===== src/rtl/eight_bit_down_timer_pkg.sv =====
// Shared encodings for the down timer: FSM states and auto-reload mode values.
package eight_bit_down_timer_pkg;

  typedef enum logic {
    ST_IDLE = 1'b0,
    ST_RUN  = 1'b1
  } state_e;

  localparam logic MODE_ONESHOT  = 1'b0;
  localparam logic MODE_PERIODIC = 1'b1;

  localparam int DEFAULT_WIDTH = 8;

endpackage


===== src/rtl/eight_bit_down_timer_if.sv =====
// Control/status bundle of the down timer; master drives load/en/mode/data.
// Handshake: no valid/ready; load and en are sampled on every rising clk edge.
interface eight_bit_down_timer_if #(
  parameter int WIDTH = eight_bit_down_timer_pkg::DEFAULT_WIDTH
);
  import eight_bit_down_timer_pkg::*;

  logic             en;
  logic             load;
  logic             mode;
  logic [WIDTH-1:0] data;
  logic [WIDTH-1:0] out;
  logic             tc;
  logic             busy;
  state_e           state;

  modport master (
    output en, load, mode, data,
    input  out, tc, busy, state
  );

  modport slave (
    input  en, load, mode, data,
    output out, tc, busy, state
  );

endinterface


===== src/rtl/eight_bit_down_timer.sv =====
// Loadable down-counter with terminal-count pulse, one-shot or auto-reload.
// Priority on each edge: load, then en, then hold.
module eight_bit_down_timer
  import eight_bit_down_timer_pkg::*;
#(
  parameter int WIDTH = DEFAULT_WIDTH
) (
  input  logic                  clk,
  input  logic                  rst,
  eight_bit_down_timer_if.slave bus
);

  state_e           state_q, state_d;
  logic [WIDTH-1:0] out_q, out_d;
  logic [WIDTH-1:0] reload_q, reload_d;
  logic             tc_q, tc_d;

  always_ff @(posedge clk or negedge rst) begin
    if (!rst) begin
      state_q  <= ST_IDLE;
      out_q    <= '0;
      reload_q <= '0;
      tc_q     <= 1'b0;
    end else begin
      state_q  <= state_d;
      out_q    <= out_d;
      reload_q <= reload_d;
      tc_q     <= tc_d;
    end
  end

  // In RUN the count is never zero, so reaching one is the only terminal event.
  always_comb begin
    state_d  = state_q;
    out_d    = out_q;
    reload_d = reload_q;
    tc_d     = 1'b0;
    if (bus.load) begin
      out_d    = bus.data;
      reload_d = bus.data;
      state_d  = (bus.data != '0) ? ST_RUN : ST_IDLE;
    end else if (state_q == ST_RUN && bus.en) begin
      if (out_q == WIDTH'(1)) begin
        tc_d = 1'b1;
        if (bus.mode == MODE_PERIODIC) begin
          out_d = reload_q;
        end else begin
          out_d   = '0;
          state_d = ST_IDLE;
        end
      end else begin
        out_d = out_q - WIDTH'(1);
      end
    end
  end

  assign bus.out   = out_q;
  assign bus.tc    = tc_q;
  assign bus.busy  = (state_q == ST_RUN);
  assign bus.state = state_q;

endmodule


===== src/flat_wrapper.sv =====
// flat-port wrapper written by rule: the top's interface ports become plain ports
module eight_bit_down_timer_flat import eight_bit_down_timer_pkg::*;
#(
  parameter int WIDTH = DEFAULT_WIDTH
)
  (clk, rst, bus_en, bus_load, bus_mode, bus_data, bus_out, bus_tc, bus_busy, bus_state);
  eight_bit_down_timer_if #(.WIDTH(WIDTH)) bus_i ();
  input  logic clk;
  input  logic rst;
  input wire logic [$bits(bus_i.en)-1:0] bus_en;
  input wire logic [$bits(bus_i.load)-1:0] bus_load;
  input wire logic [$bits(bus_i.mode)-1:0] bus_mode;
  input wire logic [$bits(bus_i.data)-1:0] bus_data;
  output wire logic [$bits(bus_i.out)-1:0] bus_out;
  output wire logic [$bits(bus_i.tc)-1:0] bus_tc;
  output wire logic [$bits(bus_i.busy)-1:0] bus_busy;
  output wire logic [$bits(bus_i.state)-1:0] bus_state;
  assign bus_i.en = bus_en;
  assign bus_i.load = bus_load;
  assign bus_i.mode = bus_mode;
  assign bus_i.data = bus_data;
  assign bus_out = bus_i.out;
  assign bus_tc = bus_i.tc;
  assign bus_busy = bus_i.busy;
  assign bus_state = bus_i.state;
  eight_bit_down_timer #(.WIDTH(WIDTH)) u_core (.clk(clk), .rst(rst), .bus(bus_i));
endmodule

===== config.mk =====
export PLATFORM = sky130hd
export DESIGN_NAME = eight_bit_down_timer_flat
export DESIGN_NICKNAME = d
export VERILOG_FILES = /design/src/rtl/eight_bit_down_timer_pkg.sv /design/src/rtl/eight_bit_down_timer_if.sv /design/src/rtl/eight_bit_down_timer.sv /design/src/flat_wrapper.sv
export SDC_FILE = /design/constraint.sdc
export NUM_CORES = 1
export LEC_CHECK = 0
export ABC_CLOCK_PERIOD_IN_PS = 2450
export CAP_MARGIN = 20
export CORE_UTILIZATION = 45
export DETAILED_ROUTE_END_ITERATION = 6
export PLACE_DENSITY = 0.83
export SLEW_MARGIN = 20
export SYNTH_ARGS = -nofsm -noshare
export SYNTH_HDL_FRONTEND = slang
export SYNTH_SLANG_ARGS = --single-unit

===== constraint.sdc =====
create_clock -name clk -period 2.45 [get_ports clk]
set_input_delay 0.49 -clock clk [delete_from_list [all_inputs] [get_ports clk]]
set_output_delay 0.49 -clock clk [all_outputs]
set_load 0.05 [all_outputs]

==> impl_metrics.tcl, run 1 <==
set metrics [dict create \
    grtUsageMet2_pct 37.5 \
    setup_viol 0 \
    clk_pin_slew_worst_paths_ns 0.11 \
    post-place-ws_ns 0.407 \
    place_congestion 1.02 \
    grt_use_met1_pct 31.2 \
    synth_top_flop_cell "dfrtp_1" \
    grt_pass1_vias 965 \
    drv_cap 0 \
    timing.rr.start "u_core.bus.out[0]$_DFFE_PN0P_" \
    fin_skew_ns 0.00826 \
    ys_seq_area_share_pct 41.4 \
    design_power_total_mw 0.807 \
    yosysUniqueCellTypes 42 \
    numCtsBuffers 3 \
    postRouteAntennaNets 0 \
    wirelength_mm 2.68 \
    critPathMaxStageDelay_ns 0.85 \
    syn_nets 128 \
    die_h_um 51.2 \
    synth.cell_area_um2 1090 \
    required_ns 1.96 \
    crit_buf_inv 1 \
    htreeDepth 1 \
    cts_tree "built" \
    r2r-end "u_core.bus.out[7]$_DFFE_PN0P_" \
    slew_violations 0 \
    synth_top_family_by_area "compound AO/OA/AOI/OAI gates" \
    dp_cells 163 \
    synth_warnings 0 \
    core_area_um2 2250 \
    path_cells "clkdlybuf4s50_1" \
    synth_fa_ha_area_share_pct 2.30 \
    drc_errors 0 \
    status "finished clean" \
    cts_setup_buffers 0 \
    ys_top_cells_by_area "dfrtp_1 (41%), mux2_2 (5.2%), o21ai_0 (3.7%), inv_1 (3.1%), a21oi_1 (2.8%)" \
    cts_hold_buf 0 \
    hold_slack_ns 0.507 \
    overflow 0 \
    synth_edf_count 0 \
    hold_class "input pin to async pin" \
    finish.instance_area_um2 1380 \
    syn_inst 113 \
    ios 24 \
    die_w_um 51.2 \
    track_usage_pct 23.0 \
    grt_first_pass_wirelength_mm 4.44 \
    criticalPathCategory "register to primary output" \
    grt_max_degree 19 \
    worst_pin_slew_ns 0.493 \
    synth_top_cell_by_area "dfrtp_1" \
    synth-seq-cells 18 \
    clockBufferDepth 2 \
    critPathTopFamily "buffers and inverters" \
    initial_core_util_pct 48.3 \
    post_route_cells_drive_above_1_share_pct 12.2 \
    period_minus_slack_ns 2.14 \
    finalHoldViolations 0 \
    cts_resized 0 \
    io_buffers 23 \
    multi_input_area_um2 553 \
    clkSinkCount 18 \
    synthSimpleGateAreaFrac_pct 19.3 \
    p_leak_nw 0.585 \
    fmax_mhz 468 \
    route.vias.total 1034 \
    tns_ns 0 \
    rsz0062_at_grt "no" \
    synth_top_area_share_pct 41.4 \
    busiest_layer "met2" \
    crit_path_end_kind "primary output" \
    r2r_slack_ns 0.57 \
    first_pass_iters 5 \
    synth_xor_area_share_pct 0.805 \
    avgRoutedWirePerCell_um 16.0 \
    cts_root_buf "clkbuf_4" \
    relSlewSlack_pct 67.0 \
    timing.final.ws_setup_ns 0.314 \
    die-area_um2 2620 \
    rr_worst_depth 6 \
    syn_to_final_growth_pct 26.4 \
    async_flop_share_pct 100 \
    antenna_cells 0 \
    row_count 17 \
    dr.first_iter.drc_count 63 \
    antenna_found_initial 0 \
    fin_cells 167 \
    n_fill_cell 213 \
    placed_cell_area_um2 1340 \
    clkLatencyLatePin_ns 0.30 \
    nets 155 \
    arrival_ns 1.65 \
    power_density_nw_per_um2 586 \
    synth-compound-area-share_pct 22.3 \
    grt_use_met3_pct 1.79 \
    start_kind "register" \
    fin_crit_sh_pct 87.2 \
    viasPerCell 6.19 \
    register_area_um2 450 \
    crit_fanout 7 \
    avgSynthCellArea_um2 9.63 \
    critical_path.slowest_cell "clkdlybuf4s50_1" \
    postLayoutCoreUtil_pct 61.0 \
    max-vdd-ir-drop_mv 0.390 \
    dpl.hpwl_mm 1.96 \
    synth_mux_area_share_pct 6.09 \
]
==> sequential cells by signal (all words and copies together), names as in the netlist <==
register / cells
u_core.bus.busy: 1
u_core.bus.tc: 1
u_core.bus.out: 8
u_core.reload_q: 8
==> routing by layer <==
metal / vias to the layer above / wire length [um]
met5: - / 0
met3: 7 / 248
met1: 487 / 1100
li1: 474 / -
met4: 0 / 46
met2: 66 / 1280
==> synthesized netlist by cell type, types with 2 or more instances <==
master,instances
and2_1,2
a21o_1,2
a21boi_0,2
o21ai_0,8
a21oi_1,6
nor3_1,2
a41oi_1,2
a22oi_1,2
mux2_2,5
inv_1,9
nand4_1,2
nand3_1,5
nand2_1,7
a31oi_1,3
nand3b_1,2
nor2_1,7
buf_4,3
ha_1,2
a211oi_1,2
dfrtp_1,18
==> logic make-up (layout without fill, tap and decap cells) <==
| group | Yosys count | in the layout |
|---|---|---|
| DFF | 18 | 18 |
| and+or+nand+nor | 35 | 35 |
| muxes | 6 | 6 |
| adders and majority gates | 2 | 2 |
| buffers and inverters | 15 | 41 |
| xor gates and xnor gates | 1 | 1 |
| AOI/OAI and AO/OA | 36 | 36 |
==> area by class of cell <==
class / instances / area share, %
sequential: 18 / 32.7
timing repair buffer: 28 / 19.5
clock buffer: 4 / 2.64
tap: 28 / 2.55
multi-input combinational: 80 / 40.2
inverter: 9 / 2.45
==> cells in the final DEF (no fill, tap or decap), types with 2 or more instances in the layout <==
cell / n
a211oi_1: 2
a21boi_0: 2
a21o_1: 2
a21oi_1: 6
a22oi_1: 2
a31oi_1: 3
a41oi_1: 2
and2_1: 2
buf_4: 5
clkbuf_4: 3
clkdlybuf4s50_1: 23
dfrtp_1: 18
ha_1: 2
inv_1: 9
mux2_2: 5
nand2_1: 7
nand3_1: 5
nand3b_1: 2
nand4_1: 2
nor2_1: 7
nor3_1: 2
o21ai_0: 8
==> report_power, final <==
| part | switching, mW | leakage (nW) | total (mW) | internal (mW) |
|---|---|---|---|---|
| logic | 0.149 | 0.353 | 0.256 | 0.107 |
| registers | 0.0413 | 0.211 | 0.368 | 0.327 |
| clock network | 0.0926 | 0.0210 | 0.183 | 0.0907 |
==> worst max path at each step <==
stage	slack, ns	cells after the start	endpoint	from
floorplan	0.42	6	u_core.bus.out[6]$_DFFE_PN0P_	u_core.bus.out[0]$_DFFE_PN0P_
global route	0.27	1	bus_out[0]	u_core.bus.out[0]$_DFFE_PN0P_
global placement	0.47	5	u_core.bus.out[5]$_DFFE_PN0P_	bus_load
CTS	0.31	1	bus_out[5]	u_core.bus.out[5]$_DFFE_PN0P_
finish	0.31	1	bus_out[0]	u_core.bus.out[0]$_DFFE_PN0P_
detailed placement	0.41	5	u_core.bus.out[7]$_DFFE_PN0P_	bus_load
(Power assumes the default switching activity.)
==> run 2: changes to the inputs <==
--- a/config.mk
+++ b/config.mk
@@ -5,11 +5,13 @@
 export SDC_FILE = /design/constraint.sdc
 export NUM_CORES = 1
 export LEC_CHECK = 0
+export ABC_AREA = 1
 export ABC_CLOCK_PERIOD_IN_PS = 2450
 export CAP_MARGIN = 20
 export CORE_UTILIZATION = 45
 export DETAILED_ROUTE_END_ITERATION = 6
-export PLACE_DENSITY = 0.83
+export MAX_ROUTING_LAYER = met4
+export PLACE_DENSITY = 0.82
 export SLEW_MARGIN = 20
 export SYNTH_ARGS = -nofsm -noshare
 export SYNTH_HDL_FRONTEND = slang
==> impl_metrics.tcl, run 2 <==
set metrics [dict create \
    drc_errors 0 \
    clockPowerShare_pct 17.6 \
    tns_ns 0 \
    ys_top_cells_by_area "dfrtp_1 (38%), nand2_1 (14%), inv_1 (11%), nor2_1 (6.4%), o21ai_0 (5.5%)" \
    p_seq_share_pct 43.5 \
    dpl.hpwl_mm 1.97 \
    max-vdd-ir-drop_mv 0.410 \
    synth_warnings 0 \
    synthSimpleGateAreaFrac_pct 35.6 \
    track_usage_pct 21.6 \
    final_common_cell "nand2_1" \
    ios 24 \
    antenna_cells 0 \
    htreeDepth 1 \
    criticalPathCategory "register to primary output" \
    postRouteAntennaNets 0 \
    synth_top_area_share_pct 38.3 \
    switching_share_pct 39.5 \
    cts_root_buf "clkbuf_4" \
    placed_cell_area_um2 1420 \
    cts_tree "built" \
    crit_buf_inv 1 \
    power_density_nw_per_um2 570 \
    viasPerCell 5.00 \
    path_cells "clkdlybuf4s50_1" \
    async_flop_share_pct 100 \
    design_power_total_mw 0.823 \
    synth_top_family_by_area "simple AND/OR/NAND/NOR gates" \
    grt_first_pass_wirelength_mm 4.22 \
    clk_pin_slew_worst_paths_ns 0.09 \
    clkLatencyLatePin_ns 0.29 \
    fin_crit_sh_pct 84.4 \
    dr.first_iter.drc_count 22 \
    synth_edf_count 0 \
    nets 206 \
    relSlewSlack_pct 46.3 \
    wirelength_mm 2.47 \
    cts_setup_buffers 0 \
    post_route_cells_drive_above_1_share_pct 9.52 \
    rsz0062_at_grt "no" \
    antenna_found_initial 0 \
    place_congestion 0.917 \
    crit_path_end_kind "primary output" \
    initial_core_util_pct 47.5 \
    arrival_ns 1.58 \
    fmax_mhz 484 \
    synth_commonest_cells "nand2_1 (43), inv_1 (33), nor2_1 (20), dfrtp_1 (18), o21ai_0 (13)" \
    grt_pass1_vias 1051 \
    crit_fanout 5 \
    post-place-ws_ns 0.639 \
    syn_to_final_growth_pct 22.6 \
    yosysUniqueCellTypes 26 \
    p_leak_nw 0.772 \
    p_int_mw 0.498 \
    synth_mux_area_share_pct 0 \
    period_minus_slack_ns 2.07 \
    worst_pin_slew_ns 0.803 \
    synth_xor_area_share_pct 0.744 \
    timing.final.ws_setup_ns 0.383 \
    cts_resized 0 \
    comb_power_share_pct 38.9 \
    die_w_um 53.2 \
    syn_nets 182 \
    die_h_um 53.2 \
    clockBufferDepth 2 \
    critical_path.slowest_cell "clkdlybuf4s50_1" \
    start_kind "register" \
    finish.instance_area_um2 1440 \
    finalHoldViolations 0 \
    synth-compound-area-share_pct 9.78 \
    status "finished clean" \
    synth-seq-cells 18 \
    die-area_um2 2820 \
    numCtsBuffers 3 \
    syn_inst 167 \
    row_count 18 \
    critPathMaxStageDelay_ns 0.84 \
    clkSinkCount 18 \
    ys_seq_area_share_pct 38.3 \
    cts_hold_buf 0 \
    fin_skew_ns 0.00244 \
    yosys.cell_count.top_type "nand2_1" \
    setup_viol 0 \
    core_area_um2 2480 \
    avgRoutedWirePerCell_um 11.3 \
    synth_top_cell_by_area "dfrtp_1" \
    io_buffers 23 \
    power_switching_mw 0.325 \
    r2r_slack_ns 1.01 \
    critPathTopFamily "buffers and inverters" \
    avgSynthCellArea_um2 7.05 \
    drv_cap 0 \
    synth_top_flop_cell "dfrtp_1" \
    synth.cell_area_um2 1180 \
    route.vias.total 1094 \
    synth_fa_ha_area_share_pct 2.13 \
    grt_max_degree 24 \
    required_ns 1.96 \
    hold_class "register to register" \
    slew_violations 0 \
    first_pass_iters 4 \
    layout_common_cells "nand2_1 (43), inv_1 (33), clkdlybuf4s50_1 (23), nor2_1 (20), dfrtp_1 (18)" \
    overflow 0 \
]
-- run 2: cell types whose count changed in the layout (fill, tap and decap cells not counted), sizes merged, moves of 4 or more --
cell / change
nor2: +16
nand2: +39
inv: +25
nand3: +9
o21ai: +6
mux2: -5
buf: -4
-- run 2: cell type report --
cell class,count,area (um2)
clock buffers,3,22.5
fillers,248,1030
inverters,34,128
multi-input cells,110,568
flip-flops and latches,18,450
well taps,30,37.5
repair buffers,24,238
-- run 2: path summary, 6_finish.rpt --
path / end / start / cells after the start
worst min-delay path: u_core.reload_q[4]$_DFFE_PN0P_ / u_core.reload_q[4]$_DFFE_PN0P_ / 2
worst max register to register: u_core.bus.out[1]$_DFFE_PN0P_ / u_core.bus.out[1]$_DFFE_PN0P_ / 9
worst max-delay path: bus_out[2] / u_core.bus.out[2]$_DFFE_PN0P_ / 1
max in group asynchronous: u_core.bus.out[7]$_DFFE_PN0P_ / rst / 1
worst min register to register: u_core.reload_q[4]$_DFFE_PN0P_ / u_core.reload_q[4]$_DFFE_PN0P_ / 2
min in group asynchronous: u_core.bus.busy$_DFFE_PN0P_ / rst / 1
-- run 2: logic make-up (layout without fill, tap and decap cells) --
kind of cell	count (synthesis)	count (layout)
xor+xnor	1	1
flops	18	18
fa+ha+maj	2	2
compound gates	20	20
buf+inv	39	61
simple gates	87	87
-- run 2: layer usage --
metal | global-route usage [%] | vias to the layer above | wire [um]
li1 | - | 551 | -
met1 | 25.9 | 512 | 1150
met2 | 36.5 | 26 | 1180
met3 | 1.72 | 5 | 83
met4 | 10.5 | 0 | 46
met5 | - | - | 0
-- run 2: per-stage QoR --
stage	std cells	util [%]	hold slack [ns]
3_5_place_dp	216	57.4	0.486
6_report	219	58.3	0.506
2_1_floorplan	167	-	0.194
5_1_grt	219	58.3	0.542
3_3_place_gp	216	57.4	0.471
4_1_cts	219	58.3	0.508
-- run 2: power by group through the flow --
stage | registers (mW) | clock network, mW | logic, mW
floorplan | 0.432 | 0 | 0.149
detailed placement | 0.364 | 0 | 0.321
CTS | 0.358 | 0.147 | 0.322
global route | 0.363 | 0.157 | 0.353
global placement | 0.362 | 0 | 0.313
finish | 0.358 | 0.145 | 0.320
==> run 3: changes to the inputs <==
--- a/config.mk
+++ b/config.mk
@@ -6,12 +6,12 @@
 export NUM_CORES = 1
 export LEC_CHECK = 0
 export ABC_AREA = 1
-export ABC_CLOCK_PERIOD_IN_PS = 2450
+export ABC_CLOCK_PERIOD_IN_PS = 1700
 export CAP_MARGIN = 20
 export CORE_UTILIZATION = 45
 export DETAILED_ROUTE_END_ITERATION = 6
 export MAX_ROUTING_LAYER = met4
-export PLACE_DENSITY = 0.82
+export PLACE_DENSITY = 0.85
 export SLEW_MARGIN = 20
 export SYNTH_ARGS = -nofsm -noshare
 export SYNTH_HDL_FRONTEND = slang
==> constraint.sdc (replaced) <==
create_clock -name clk -period 1.7 [get_ports clk]
set_input_delay 0.34 -clock clk [delete_from_list [all_inputs] [get_ports clk]]
set_output_delay 0.34 -clock clk [all_outputs]
set_load 0.05 [all_outputs]
==> impl_metrics.tcl, run 3 (synthesis gave the netlist of run 2 again) <==
set metrics [dict create \
    design_power_total_mw 1.19 \
    r2r_slack_ns 0.26 \
    grt_pass1_vias 987 \
    dr.first_iter.drc_count 21 \
    clkLatencyLatePin_ns 0.30 \
    io_buffers 23 \
    hold_class "input pin to async pin" \
    postRouteAntennaNets 0 \
    wirelength_mm 2.38 \
    status "finished clean" \
    row_count 18 \
    timing.rr.start "u_core.bus.out[1]$_DFFE_PN0P_" \
    core_area_um2 2480 \
    power_density_nw_per_um2 828 \
    cts_hold_buf 0 \
    rsz0062_at_grt "no" \
    period_minus_slack_ns 1.44 \
    max-vdd-ir-drop_mv 0.599 \
    grt_first_pass_wirelength_mm 4.24 \
    cts_root_buf "clkbuf_4" \
    die-area_um2 2820 \
    htreeDepth 1 \
    grt_max_degree 24 \
    clockBufferDepth 2 \
    criticalPathCategory "register to register" \
    antenna_found_initial 0 \
    clk_pin_slew_worst_paths_ns 0.10 \
    fin_crit_sh_pct 84.6 \
    endpoint "u_core.bus.out[5]$_DFFE_PN0P_" \
    start_kind "register" \
    nets 208 \
    clkSinkCount 18 \
    drc_errors 0 \
    track_usage_pct 21.6 \
    route.vias.total 1052 \
    cts_resized 0 \
    r2r-end "u_core.bus.out[5]$_DFFE_PN0P_" \
    final_common_cell "nand2_1" \
    required_ns 1.94 \
    arrival_ns 1.68 \
    overflow 0 \
    finalHoldViolations 0 \
    crit_fanout 8 \
    crit_path_end_kind "register" \
    cts_tree "built" \
    relSlewSlack_pct 70.7 \
    fin_skew_ns 0.00591 \
    cts_setup_buffers 0 \
    tns_ns 0 \
    p_leak_nw 0.792 \
    ios 24 \
    initial_core_util_pct 47.5 \
    slew_violations 0 \
    avgRoutedWirePerCell_um 10.8 \
    layout_common_cells "nand2_1 (43), inv_1 (33), nor2_1 (20), dfrtp_1 (18), buf_4 (14)" \
    fmax_mhz 695 \
    syn_to_final_growth_pct 21.6 \
    numCtsBuffers 3 \
    viasPerCell 4.76 \
    post_route_cells_drive_above_1_share_pct 16.2 \
    dpl.hpwl_mm 1.84 \
    place_congestion 0.819 \
    die_h_um 53.2 \
    die_w_um 53.2 \
    n_fill_cell 248 \
    rr_worst_depth 8 \
    worst_pin_slew_ns 0.439 \
    setup_viol 0 \
    antenna_cells 0 \
    startpoint "u_core.bus.out[1]$_DFFE_PN0P_" \
    first_pass_iters 4 \
    drv_cap 0 \
]
-- run 3: cell types whose count changed in the layout (fill, tap and decap cells not counted), sizes merged --
cell,before,now
buf,1,14
clkdlybuf4s50,23,12
-- run 3: worst min-delay path by stage --
stage / startpoint / end / depth (start not counted)
floorplan: rst / u_core.bus.busy$_DFFE_PN0P_ / 0
global placement: u_core.reload_q[4]$_DFFE_PN0P_ / u_core.reload_q[4]$_DFFE_PN0P_ / 2
detailed placement: u_core.reload_q[0]$_DFFE_PN0P_ / u_core.reload_q[0]$_DFFE_PN0P_ / 2
CTS: rst / u_core.bus.out[2]$_DFFE_PN0P_ / 2
global route: rst / u_core.bus.out[2]$_DFFE_PN0P_ / 2
finish: rst / u_core.bus.busy$_DFFE_PN0P_ / 2
-- run 3: routing by layer --
metal	up-vias	part of all wire (%)	track usage, %
li1	553	-	-
met2	25	45	33.5
met5	-	0	-
met3	5	3.4	2.30
met1	469	49	27.6
met4	0	2.2	11.4
-- run 3: worst max-delay path, cell delays in order, from the launching register on --
cell and delay, ns:
dfrtp_1 0.41, inv_1 0.10, ha_1 0.19, nand3_4 0.11
nor2_8 0.22, nand3_2 0.09, nand2_1 0.09, inv_1 0.05
a21oi_2 0.11
-- run 3: stage by stage --
step           cell area [um2]  instances  setup WS [ns]  utilization, %  hold slack [ns]
2_1_floorplan             1180        167          0.114               -           0.0444
3_3_place_gp              1410        218         0.0880            56.9            0.471
3_5_place_dp              1410        218         0.0653            56.9            0.524
4_1_cts                   1430        221          0.251            57.8            0.358
5_1_grt                   1430        221         0.0888            57.8            0.378
6_report                  1430        221          0.262            57.8            0.351
-- run 3: final cells by class --
type | instances | area (um2) | area share (%)
multi-input cells | 110 | 568 | 39.7
flip-flops and latches | 18 | 450 | 31.5
well taps | 30 | 37.5 | 2.62
inverters | 34 | 128 | 8.92
repair buffers | 26 | 225 | 15.7
clock buffers | 3 | 22.5 | 1.57
-- run 3: report_power, final --
| group | internal [mW] | switching (mW) | leakage, nW |
|---|---|---|---|
| sequential | 0.475 | 0.0409 | 0.216 |
| clock | 0.0828 | 0.136 | 0.0138 |
| combinational | 0.152 | 0.299 | 0.563 |
